--- src/rtl/simon_param_if.sv ---
// Nibble-serial load/start/mode inputs and data/status outputs of the Simon core.
interface simon_param_if;
    logic       i_load;
    logic [3:0] i_data;
    logic       i_start;
    logic       i_decrypt;
    logic [3:0] o_data;
    logic       o_busy;
    logic       o_done;

    modport master (
        output i_load, i_data, i_start, i_decrypt,
        input  o_data, o_busy, o_done
    );

    modport slave (
        input  i_load, i_data, i_start, i_decrypt,
        output o_data, o_busy, o_done
    );
endinterface

--- src/rtl/simon_param.sv ---
// Simon 2n/4n block cipher core (encrypt/decrypt) with a nibble-serial load/readout chain.
// Encrypt takes ROUNDS cycles and decrypt 2*ROUNDS cycles after start; load/start are ignored while busy.
module simon_param #(
    parameter int          WORD   = 16,
    parameter int          ROUNDS = 32,
    parameter logic [61:0] Z_SEQ  = 62'b01100111000011010100100010111110110011100001101010010001011111
) (
    input  logic         i_clk,
    input  logic         i_rst_n,
    simon_param_if.slave bus
);
    localparam int              BW   = 2 * WORD;
    localparam int              KW   = 4 * WORD;
    localparam logic [5:0]      LAST = 6'(ROUNDS - 1);
    localparam logic [WORD-1:0] C_K  = {{(WORD-2){1'b1}}, 2'b00};

    typedef enum logic [1:0] {S_IDLE, S_EXPAND, S_RUN, S_DONE} state_t;

    state_t          state_q, state_d;
    logic [BW-1:0]   block_q, block_d;
    logic [KW-1:0]   key_q,   key_d;
    logic [5:0]      rnd_q,   rnd_d;
    logic            mode_q,  mode_d;

    function automatic logic [WORD-1:0] rol(input logic [WORD-1:0] v, input int r);
        rol = (v << r) | (v >> (WORD - r));
    endfunction

    function automatic logic [WORD-1:0] ror(input logic [WORD-1:0] v, input int r);
        ror = (v >> r) | (v << (WORD - r));
    endfunction

    function automatic logic [WORD-1:0] f_rnd(input logic [WORD-1:0] v);
        f_rnd = (rol(v, 1) & rol(v, 8)) ^ rol(v, 2);
    endfunction

    logic [WORD-1:0] w0, w1, w2, w3, x_w, y_w;
    logic [WORD-1:0] zc, fwd_tmp, bwd_tmp, k_fwd, k_bwd;
    logic [KW+BW+3:0] chain_sh;

    assign w0  = key_q[WORD-1:0];
    assign w1  = key_q[2*WORD-1:WORD];
    assign w2  = key_q[3*WORD-1:2*WORD];
    assign w3  = key_q[KW-1:3*WORD];
    assign x_w = block_q[BW-1:WORD];
    assign y_w = block_q[WORD-1:0];

    // Both directions share the round constant; they differ in which words feed tmp.
    assign zc      = C_K ^ {{(WORD-1){1'b0}}, Z_SEQ[rnd_q]};
    assign fwd_tmp = ror(w3, 3) ^ w1;
    assign k_fwd   = zc ^ w0 ^ fwd_tmp ^ ror(fwd_tmp, 1);
    assign bwd_tmp = ror(w2, 3) ^ w0;
    assign k_bwd   = zc ^ w3 ^ bwd_tmp ^ ror(bwd_tmp, 1);

    assign chain_sh = {bus.i_data, key_q, block_q};

    always_comb begin
        state_d = state_q;
        block_d = block_q;
        key_d   = key_q;
        rnd_d   = rnd_q;
        mode_d  = mode_q;
        case (state_q)
            S_IDLE, S_DONE: begin
                if (bus.i_load) begin
                    key_d   = chain_sh[KW+BW+3:BW+4];
                    block_d = chain_sh[BW+3:4];
                    state_d = S_IDLE;
                end else if (bus.i_start) begin
                    rnd_d   = 6'd0;
                    mode_d  = bus.i_decrypt;
                    state_d = bus.i_decrypt ? S_EXPAND : S_RUN;
                end
            end
            S_EXPAND: begin
                key_d = {k_fwd, key_q[KW-1:WORD]};
                if (rnd_q == LAST) begin
                    state_d = S_RUN;
                end else begin
                    rnd_d = rnd_q + 6'd1;
                end
            end
            S_RUN: begin
                if (mode_q) begin
                    block_d = {y_w, x_w ^ f_rnd(y_w) ^ k_bwd};
                    key_d   = {key_q[KW-WORD-1:0], k_bwd};
                    rnd_d   = rnd_q - 6'd1;
                    if (rnd_q == 6'd0) state_d = S_DONE;
                end else begin
                    block_d = {y_w ^ f_rnd(x_w) ^ w0, x_w};
                    key_d   = {k_fwd, key_q[KW-1:WORD]};
                    rnd_d   = rnd_q + 6'd1;
                    if (rnd_q == LAST) state_d = S_DONE;
                end
            end
            default: state_d = S_IDLE;
        endcase
    end

    always_ff @(posedge i_clk or negedge i_rst_n) begin
        if (!i_rst_n) begin
            state_q <= S_IDLE;
            block_q <= '0;
            key_q   <= '0;
            rnd_q   <= '0;
            mode_q  <= 1'b0;
        end else begin
            state_q <= state_d;
            block_q <= block_d;
            key_q   <= key_d;
            rnd_q   <= rnd_d;
            mode_q  <= mode_d;
        end
    end

    assign bus.o_data = block_q[3:0];
    assign bus.o_busy = (state_q == S_EXPAND) || (state_q == S_RUN);
    assign bus.o_done = (state_q == S_DONE);
endmodule

--- src/flat_wrapper.sv ---
// flat-port wrapper written by rule: the top's interface ports become plain ports
module simon_param_flat 
#(
    parameter int          WORD   = 16,
    parameter int          ROUNDS = 32,
    parameter logic [61:0] Z_SEQ  = 62'b01100111000011010100100010111110110011100001101010010001011111
)
  (i_clk, i_rst_n, bus_i_load, bus_i_data, bus_i_start, bus_i_decrypt, bus_o_data, bus_o_busy, bus_o_done);
  simon_param_if bus_i ();
  input  logic i_clk;
  input  logic i_rst_n;
  input wire logic [$bits(bus_i.i_load)-1:0] bus_i_load;
  input wire logic [$bits(bus_i.i_data)-1:0] bus_i_data;
  input wire logic [$bits(bus_i.i_start)-1:0] bus_i_start;
  input wire logic [$bits(bus_i.i_decrypt)-1:0] bus_i_decrypt;
  output wire logic [$bits(bus_i.o_data)-1:0] bus_o_data;
  output wire logic [$bits(bus_i.o_busy)-1:0] bus_o_busy;
  output wire logic [$bits(bus_i.o_done)-1:0] bus_o_done;
  assign bus_i.i_load = bus_i_load;
  assign bus_i.i_data = bus_i_data;
  assign bus_i.i_start = bus_i_start;
  assign bus_i.i_decrypt = bus_i_decrypt;
  assign bus_o_data = bus_i.o_data;
  assign bus_o_busy = bus_i.o_busy;
  assign bus_o_done = bus_i.o_done;
  simon_param #(.WORD(WORD), .ROUNDS(ROUNDS), .Z_SEQ(Z_SEQ)) u_core (.i_clk(i_clk), .i_rst_n(i_rst_n), .bus(bus_i));
endmodule
--- config.mk ---
export PLATFORM = sky130hd
export DESIGN_NAME = simon_param_flat
export DESIGN_NICKNAME = d
export VERILOG_FILES = /design/src/rtl/simon_param_if.sv /design/src/rtl/simon_param.sv /design/src/flat_wrapper.sv
export SDC_FILE = /design/constraint.sdc
export NUM_CORES = 1
export LEC_CHECK = 0
export CORE_MARGIN = 2
export CORE_UTILIZATION = 50
export DETAILED_ROUTE_END_ITERATION = 10
export PLACE_DENSITY_LB_ADDON = 0.25
export RECOVER_POWER = 50
export SLEW_MARGIN = 20
export SYNTH_ARGS = -nofsm -noshare
export SYNTH_HDL_FRONTEND = slang
export SYNTH_SLANG_ARGS = --single-unit
--- constraint.sdc ---
create_clock -name i_clk -period 3 [get_ports i_clk]
set_input_delay 0.6 -clock i_clk [delete_from_list [all_inputs] [get_ports i_clk]]
set_output_delay 0.6 -clock i_clk [all_outputs]
set_load 0.03 [all_outputs]
==> out/results.txt <==
status: complete, but fails checks
failing checks: capacitance limit, slew limit
port buffer count: 14
post-layout util: 53.7%
worst path required time: 2.40 ns
CTS clk-pin slew, worst paths: 0.07 ns
Remaining DRCs: 0
Chip Width: 132 um
Post-Route WL: 21600 um
FMAX: 0.386 GHz
worst clock skew: 0.00740 ns
r2r endpoint: u_core.key_q[51]
share of layout cells above drive strength 1: 6.88%
Worst setup EP type: output port
Clk Latency, worst-skew pair: 0.36 ns
via count: 6408
global-route wire length before repair: 34900 um
met2 GRT Util: 39.0%
CTS Root Cell: clkbuf_16
reg2reg path depth: 6
# diodes: 0
Final nets: 815
Critical Path Stages: 4
Filler cells: 1418
most common cell after layout, fill and taps aside: mux2i_1
CTS Buf Count: 9
maxcap violations: 1
syn avg cell area: 9.38 um^2
num rows: 46
Syn Nets: 892
chip height: 132 um
cell family with most CP delay: buffers and inverters
total negative slack: 0 ns
Arrival @ worst endpoint: 1.99 ns
H-Tree Depth: 3
post-CTS setup buffers: 0
Overflow after GRT: 0
Hold Path Class: reg2reg
max incr delay on CP: 0.68 ns
Final period util: 86.4%
synthesized cell area: 8170 um^2
Die ar.: 17400 um^2
core area: 15900 um^2
Post-synth EDFFs: 0
sequential area share after synthesis: 32.2%
antenna violations before repair: 0
CTS tree: done
synth warn: 0
RR Startpoint: u_core.state_q[0]
library cells used by synthesis: 48
Rel. slew slack: -48.5%
hold_sp: u_core.state_q[0]
Worst Hold Depth: 2
met3 usage: 4.34%
vias in the first global route: 6088
Starting Density: 51.2%
crit-path cells: inv_1 -> ha_1 -> inv_2 -> clkdlybuf4s50_1
Slowest-stage cell, CP: clkdlybuf4s50_1
Placer Congestion: 0.874
drt pass-1 iters: 5
RSZ-0062 raised after global routing: no
CTS resizes: 0
CP Max Fanout: 5
CP startpoint kind: flip-flop
GRT Resource Usage Total: 25.4%
Clock Path Buffers: 2
GR Util met1: 36.9%
commonest cells after routing, fill and taps aside: mux2i_1 (108), dfrtp_1 (105), a21oi_1 (89)
final hold vios: 0
Buffers & Inverters on Critical Path: 3
Post-synth ARST share: 100%
crit path kind: reg2out
Most Crowded Layer GR: met2
Ports: 15
Vias/cell: 6.31
WHS: 0.634 ns
most used flip-flop cell after synthesis: dfrtp_1
worst setup path start: u_core.state_q[0]
clk sinks: 105
initial drt markers: 609
Final HPWL DP: 14600 um
Final Max Slew Viols: 39
worst hold endpoint: u_core.state_q[0]
Yosys reg bits: 105
reg2reg setup slack: 0.50 ns
cell count after synthesis: 871
routed len/inst: 21.3 um
area grow syn2layout: 4.84%
largest net degree at the start of global routing: 71
cts hold-fix bufs: 0
post-layout minimum cycle time: 2.59 ns
Antenna Nets Post-Route: 0
Worst Tran Pin Value: 2.23 ns
area of the multi-input gates: 5040 um^2
Final Setup Violations: 0
Register Area: 2630 um^2
## flip-flops by register name, summed over array words and instances (netlist names)
register and count:
u_core.key_q 64, u_core.block_q 32, u_core.rnd_q 6, u_core.state_q 2, u_core.mode_q 1
## cells by family after synthesis
kind of cell,share of synthesized area (%)
buf+inv,6.31
xor+xnor,19.4
flops,32.2
mux,14.1
fa+ha+maj,1.84
simple gates,8.33
compound gates,17.9
## per-layer routing
metal | up-vias | share of wire (%) | routed length, um
met1 | 3243 | 46 | 10000
met5 | - | 0 | 0
met4 | 0 | 1.7 | 367
met3 | 33 | 5.2 | 1130
li1 | 2920 | - | -
met2 | 212 | 47 | 10100
## layout make-up
type | count | area share [%]
clock buffers | 12 | 3.11
flip-flops and latches | 105 | 30.7
inverters | 8 | 0.351
clock inverters | 4 | 0.585
well taps | 216 | 3.16
repair buffers | 24 | 3.29
multi-input cells | 646 | 58.8
## per-stage QoR
| stage | instance area (um^2) | std cells | worst slack, ns |
|---|---|---|---|
| finish | 8560 | 1015 | 0.409 |
| global route | 8560 | 1015 | 0.298 |
| CTS | 8580 | 1015 | 0.476 |
| detailed placement | 8260 | 999 | 0.588 |
| global placement | 8260 | 999 | 0.688 |
| floorplan | 8170 | 871 | 0.702 |
## worst max-delay path by stage
| stage | slack [ns] | end |
|---|---|---|
| finish | 0.41 | bus_o_busy |
| CTS | 0.48 | bus_o_busy |
| global placement | 0.69 | u_core.key_q[48] |
| floorplan | 0.70 | u_core.key_q[48] |
| global route | 0.30 | bus_o_busy |
| detailed placement | 0.59 | u_core.key_q[48] |
## cell usage after synthesis, types with 2 or more instances
master,count,share of area [%]
a22oi_1,2,0.18
xor2_2,4,0.80
nor2_1,25,1.1
clkbuf_1,59,2.7
o21ai_1,23,1.4
clkbuf_2,2,0.12
ha_1,12,1.8
nand3_1,2,0.12
buf_4,4,0.37
a21boi_0,2,0.18
xnor2_1,74,7.9
inv_1,7,0.32
mux2_2,5,0.69
a21oi_1,89,5.5
nand2_1,63,2.9
a221oi_1,63,6.8
nor3_1,4,0.25
dfrtp_1,105,32
o31ai_1,2,0.18
o21ai_0,34,2.1
nor2b_1,3,0.23
and3_1,20,1.5
nor3b_1,2,0.18
buf_2,38,2.3
or3b_2,13,1.4
buf_1,9,0.41
a22o_1,2,0.21
xnor3_1,15,4.1
nand2b_1,2,0.15
mux2i_1,108,13
xor2_1,58,6.2
a31oi_1,4,0.31
## tightest hold or removal path: stages (launching register included)
cell     delay, ns
dfrtp_1       0.43
nor2_1        0.12
a31oi_1       0.05
Power is left out: the tool's default activity adds up to more than one toggle a clock period on the data nets, which glitch-free logic cannot reach.
